==> config.mk <==
export PLATFORM = sky130hd
export DESIGN_NAME = pattern_scan_ctrl_flat
export DESIGN_NICKNAME = d
export VERILOG_FILES = /design/src/rtl/pattern_scan_ctrl_if.sv /design/src/rtl/pattern_scan_ctrl.sv /design/src/flat_wrapper.sv
export SDC_FILE = /design/constraint.sdc
export NUM_CORES = 1
export LEC_CHECK = 0
export BUFFER_PORTS_ARGS = -buffer_cell sky130_fd_sc_hd__clkbuf_2
export CAP_MARGIN = 20
export CORE_ASPECT_RATIO = 1.75
export CORE_UTILIZATION = 54
export DETAILED_ROUTE_END_ITERATION = 7
export PLACE_DENSITY = 0.77
export SYNTH_ARGS = -nofsm -noshare
export SYNTH_HDL_FRONTEND = slang
export SYNTH_SLANG_ARGS = --single-unit
export TNS_END_PERCENT = 100
==> constraint.sdc <==
create_clock -name clk -period 1.64 [get_ports clk]
set_input_delay 0.328 -clock clk [delete_from_list [all_inputs] [get_ports clk]]
set_output_delay 0.328 -clock clk [all_outputs]
set_load 0.02 [all_outputs]
==> src/rtl/pattern_scan_ctrl_if.sv <==
// Scan request/result bundle for pattern_scan_ctrl.
// master drives start/din/abort; slave returns busy/done/found/hits/first_idx.
interface pattern_scan_ctrl_if #(
  parameter int WIDTH = 8,
  parameter int CNT_W = 4
);
  logic             start;
  logic [WIDTH-1:0] din;
  logic             abort;
  logic             busy;
  logic             done;
  logic             found;
  logic [CNT_W-1:0] hits;
  logic [3:0]       first_idx;

  modport master (
    output start, din, abort,
    input  busy, done, found, hits, first_idx
  );

  modport slave (
    input  start, din, abort,
    output busy, done, found, hits, first_idx
  );
endinterface

==> src/rtl/pattern_scan_ctrl.sv <==
// Scans one WIDTH-bit word MSB first for 1101; counts hits, first hit index.
// Ports: clk, reset (async active-low), bus (slave). Macro OVERLAP_EN: overlap.
module pattern_scan_ctrl #(
  parameter int WIDTH = 8,
  parameter int CNT_W = 4
) (
  input  logic                clk,
  input  logic                reset,
  pattern_scan_ctrl_if.slave  bus
);

  typedef enum logic [1:0] {
    IDLE  = 2'd0,
    SHIFT = 2'd1,
    DONE  = 2'd2
  } state_t;

  typedef enum logic [2:0] {
    D_ST    = 3'd0,
    D_1     = 3'd1,
    D_11    = 3'd2,
    D_110   = 3'd3,
    D_1101  = 3'd4
  } det_t;

  localparam logic [3:0] LAST = 4'(WIDTH - 1);

  state_t           state_q, state_d;
  det_t             det_q, det_d, det_nxt;
  logic [WIDTH-1:0] shreg_q, shreg_d;
  logic [3:0]       idx_q, idx_d;
  logic [CNT_W-1:0] hits_q, hits_d;
  logic             found_q, found_d;
  logic [3:0]       first_q, first_d;
  logic             x;
  logic             start_ok, abort_ok, shift_ok;

  always_ff @(posedge clk or negedge reset) begin
    if (!reset) begin
      state_q <= IDLE;
      det_q   <= D_ST;
      shreg_q <= '0;
      idx_q   <= '0;
      hits_q  <= '0;
      found_q <= 1'b0;
      first_q <= '0;
    end else begin
      state_q <= state_d;
      det_q   <= det_d;
      shreg_q <= shreg_d;
      idx_q   <= idx_d;
      hits_q  <= hits_d;
      found_q <= found_d;
      first_q <= first_d;
    end
  end

  always_comb begin
    state_d = state_q;
    unique case (state_q)
      IDLE:    if (bus.start) state_d = SHIFT;
      SHIFT: begin
        if (bus.abort)          state_d = IDLE;
        else if (idx_q == LAST) state_d = DONE;
      end
      DONE:    state_d = IDLE;
      default: state_d = IDLE;
    endcase
  end

  always_comb begin
    bus.busy = (state_q == SHIFT);
    bus.done = (state_q == DONE);
  end

  assign bus.found     = found_q;
  assign bus.hits      = hits_q;
  assign bus.first_idx = first_q;

  assign x = shreg_q[WIDTH-1];

  always_comb begin
    det_nxt = D_ST;
    unique case (det_q)
      D_ST:    det_nxt = x ? D_1    : D_ST;
      D_1:     det_nxt = x ? D_11   : D_ST;
      D_11:    det_nxt = x ? D_11   : D_110;
      D_110:   det_nxt = x ? D_1101 : D_ST;
`ifdef OVERLAP_EN
      D_1101:  det_nxt = x ? D_11   : D_ST;
`else
      D_1101:  det_nxt = x ? D_1    : D_ST;
`endif
      default: det_nxt = D_ST;
    endcase
  end

  assign start_ok = (state_q == IDLE) && bus.start;
  assign abort_ok = (state_q == SHIFT) && bus.abort;
  assign shift_ok = (state_q == SHIFT) && !bus.abort;

  always_comb begin
    shreg_d = shreg_q;
    idx_d   = idx_q;
    det_d   = det_q;
    hits_d  = hits_q;
    found_d = found_q;
    first_d = first_q;
    unique case (1'b1)
      start_ok: begin
        shreg_d = bus.din;
        idx_d   = '0;
        det_d   = D_ST;
        hits_d  = '0;
        found_d = 1'b0;
        first_d = '0;
      end
      abort_ok: begin
        det_d   = D_ST;
        hits_d  = '0;
        found_d = 1'b0;
        first_d = '0;
      end
      shift_ok: begin
        shreg_d = shreg_q << 1;
        idx_d   = idx_q + 4'd1;
        det_d   = det_nxt;
        if (det_nxt == D_1101) begin
          if (!(&hits_q)) hits_d = hits_q + 1'b1;
          if (!found_q) begin
            found_d = 1'b1;
            first_d = idx_q;
          end
        end
      end
      default: ;
    endcase
  end

endmodule

==> src/flat_wrapper.sv <==
// flat-port wrapper written by rule: the top's interface ports become plain ports
module pattern_scan_ctrl_flat 
#(
  parameter int WIDTH = 8,
  parameter int CNT_W = 4
)
  (clk, reset, bus_start, bus_din, bus_abort, bus_busy, bus_done, bus_found, bus_hits, bus_first_idx);
  pattern_scan_ctrl_if #(.WIDTH(WIDTH), .CNT_W(CNT_W)) bus_i ();
  input  logic clk;
  input  logic reset;
  input wire logic [$bits(bus_i.start)-1:0] bus_start;
  input wire logic [$bits(bus_i.din)-1:0] bus_din;
  input wire logic [$bits(bus_i.abort)-1:0] bus_abort;
  output wire logic [$bits(bus_i.busy)-1:0] bus_busy;
  output wire logic [$bits(bus_i.done)-1:0] bus_done;
  output wire logic [$bits(bus_i.found)-1:0] bus_found;
  output wire logic [$bits(bus_i.hits)-1:0] bus_hits;
  output wire logic [$bits(bus_i.first_idx)-1:0] bus_first_idx;
  assign bus_i.start = bus_start;
  assign bus_i.din = bus_din;
  assign bus_i.abort = bus_abort;
  assign bus_busy = bus_i.busy;
  assign bus_done = bus_i.done;
  assign bus_found = bus_i.found;
  assign bus_hits = bus_i.hits;
  assign bus_first_idx = bus_i.first_idx;
  pattern_scan_ctrl #(.WIDTH(WIDTH), .CNT_W(CNT_W)) u_core (.clk(clk), .reset(reset), .bus(bus_i));
endmodule
==> flow_metrics.env <==
export IMPL_status="complete, no violations"
export IMPL_grtUsageTotal=0.222
export IMPL_htree_levels=1
export IMPL_pre_cts_ws_ps=197
export IMPL_tightest_slew_ps=636
export IMPL_seqPwrFrac=0.543
export IMPL_grt_pass1_vias=956
export IMPL_finalSetupTns_ps=0
export IMPL_hold_buffers=0
export IMPL_pwr_share_comb=0.188
export IMPL_finalSetupViolations=0
export IMPL_yosys_area_top_type_share=0.495
export IMPL_worst_setup_path_end_kind="output pin"
export IMPL_async_flop_share=1.00
export IMPL_ys_flop_type="dfrtp_1"
export IMPL_path_cells="buf_4, nor2b_1, clkbuf_2"
export IMPL_worstHoldPathType="input port to async pin"
export IMPL_synth_edf_count=0
export IMPL_initial_core_util=0.571
export IMPL_antenna_found_initial=0
export IMPL_crit_arrival_ps=1220
export IMPL_max_stage_delay_ps=450
export IMPL_synth_most_common_cell="dfrtp_1"
export IMPL_wirelength_mm=2.55
export IMPL_ys_ff_latch=26
export IMPL_clock_sinks=26
export IMPL_fin_ws_ps=93.3
export IMPL_crit_family="flip-flops"
export IMPL_wire_per_inst_um=14.5
export IMPL_clockBufferDepth=2
export IMPL_synth_avg_cell_area_um2=10.4
export IMPL_synth_area_top_cells="dfrtp_1, mux2i_1, o21ai_0"
export IMPL_crit_type="register to output pin"
export IMPL_grt_overflow=0
export IMPL_netlist_instances=126
export IMPL_crit_path_start_kind="register"
export IMPL_area_growth_pct=13.3
export IMPL_synth_nets=140
export IMPL_synth_common_cells="dfrtp_1, o21ai_0, nor2_1"
export IMPL_clock_tree_root_cell="clkbuf_8"
export IMPL_period_share=0.943
export IMPL_nets=165
export IMPL_ys_seq_area_frac=0.495
export IMPL_clock_latency_ps=260
export IMPL_grt_pass1_wl_mm=4.11
export IMPL_cts_tree="yes"
export IMPL_n_antenna_cell=0
export IMPL_port_buffers=22
export IMPL_hold_slack_ps=69.0
export IMPL_place_gp_congestion=0.790
export IMPL_coreArea_um2=2300
export IMPL_vias=1026
export IMPL_synth_distinct_cells=37
export IMPL_switching_share=0.283
export IMPL_power_leakage_nw=0.756
export IMPL_required_ps=1310
export IMPL_drive_gt1_frac=0.253
export IMPL_syn_area_um2=1310
export IMPL_cts_resized=0
export IMPL_post_synth_top_area_cell="dfrtp_1"
export IMPL_powerDensity_nw_per_um2=1010
export IMPL_rsz0062_at_grt="no"
export IMPL_post_cts_buffers=0
export IMPL_drt_iter0_markers=47
export IMPL_io_pins=23
export IMPL_clk_pin_slew_ps=90
export IMPL_skew_ps=3.78
export IMPL_final_max_slew_viol_count=0
export IMPL_relSlewSlack=0.576
export IMPL_max_vdd_ir_drop_v=0.000792
export IMPL_crit_fanout=11
export IMPL_detail_route_antenna_nets=0
export IMPL_die_x_um=39.3
export IMPL_hold_viol=0
export IMPL_intPower_w=0.00108
export IMPL_yosysWarnings=0
export IMPL_via_per_inst=5.86
export IMPL_crit_buf_inv=2
export IMPL_die_y_um=67.3
export IMPL_cap_violations=0
export IMPL_period_minus_slack_ps=1550
export IMPL_drt_pass1_iterations=4
export IMPL_grt_max_degree=27
export IMPL_fmax_mhz=647
export IMPL_p_sw_w=0.000425
export IMPL_dieArea_um2=2640
export IMPL_drc=0
export IMPL_critPathSlowestCell="dfrtp_1"
export IMPL_rows=23
export IMPL_fillCellCount=190
export IMPL_cts_buffers_inserted=3
export IMPL_clock_power_share=0.269
export IMPL_hpwl_mm=1.93
[state kept, by name, summed over array words and instances (netlist names)]
| name | cells |
|---|---|
| u_core.shreg_q | 8 |
| u_core.bus.first_idx | 4 |
| u_core.bus.hits | 4 |
| u_core.idx_q | 4 |
| u_core.det_q | 3 |
| u_core.state_q | 2 |
| u_core.bus.found | 1 |
[final cells by class]
type,count,area [µm²],share of cell area
flip-flops and latches,26,651,0.437
inverters,5,18.8,0.0126
clock buffers,4,55.1,0.0370
multi-input cells,87,578,0.388
well taps,25,31.3,0.0210
repair buffers,28,155,0.104
[worst paths after layout]
check | slack, ps | depth (start not counted) | to | from
max | 90 | 3 | bus_done | u_core.state_q[1]
min | 70 | 1 | u_core.bus.hits[3] | reset
max reg2reg | 170 | 4 | u_core.shreg_q[7] | u_core.state_q[0]
min reg2reg | 510 | 2 | u_core.shreg_q[5] | u_core.shreg_q[5]
max in group asynchronous | 1160 | 1 | u_core.shreg_q[2] | reset
min in group clk | 270 | 3 | u_core.shreg_q[0] | bus_din[0]
[worst reg2reg max path: stages, from the launching register on]
cell and delay, ps:
dfrtp_1 480, or3b_1 420, buf_4 200, o22ai_1 180, nor2_1 80
[power groups by stage]
stage / clock, W / combinational, W / sequential, W
3_5_place_dp: 0 / 0.000284 / 0.000823
4_1_cts: 0.000412 / 0.000285 / 0.000811
6_report: 0.000404 / 0.000282 / 0.000814
3_3_place_gp: 0 / 0.000269 / 0.000817
2_1_floorplan: 0 / 0.000223 / 0.000795
5_1_grt: 0.000445 / 0.000320 / 0.000827
[per-layer routing]
metal | global-route usage | share of wire | up-vias | wire length (µm)
met3 | 0.0197 | 0.030 | 2 | 76
met1 | 0.256 | 0.41 | 500 | 1050
met4 | 0.0776 | 0.0071 | 0 | 18
met5 | 0 | 0 | - | 0
li1 | - | - | 494 | -
met2 | 0.406 | 0.55 | 30 | 1410
[placed cells by master (no fill, tap or decap)]
cell / count
nand3_1: 4
o31ai_4: 1
a211oi_1: 1
a21oi_1: 1
a31oi_1: 4
nor2_1: 10
inv_1: 5
nor2b_1: 5
or3b_1: 1
a21o_1: 1
mux2i_1: 8
clkbuf_8: 4
nand3b_2: 1
dfrtp_1: 26
and2_1: 1
nor3_1: 5
a22o_1: 3
or3b_2: 1
o21ai_0: 11
mux2_2: 1
and4b_1: 1
ha_1: 2
buf_4: 6
o22ai_1: 5
o21bai_1: 1
nor3b_1: 1
clkbuf_2: 22
and3_1: 2
nor3b_2: 2
a311oi_1: 1
nand4_1: 1
xnor2_1: 1
nand2b_1: 1
o21a_1: 1
nand2_1: 9
[kinds of logic after synthesis]
group                    count (synthesis)  synth area share
adder cells (fa/ha/maj)                  2            0.0190
AND/OR/NAND/NOR                         45             0.190
AO/OA/AOI/OAI                           30             0.154
buffers and inverters                   13            0.0648
XOR/XNOR                                 1           0.00667
multiplexers                             9            0.0695
flip-flops                              26             0.495
[through the flow]
step / instances / area, µm² / util / total power [W]
after detailed placement: 171 / 1430 / 0.623 / 0.00111
after global placement: 171 / 1430 / 0.623 / 0.00109
final: 175 / 1490 / 0.647 / 0.00150
after CTS: 175 / 1490 / 0.647 / 0.00151
after global routing: 175 / 1490 / 0.647 / 0.00159
after floorplan: 126 / 1310 / - / 0.00102
Note: power is estimated with default switching activity, not from simulation.
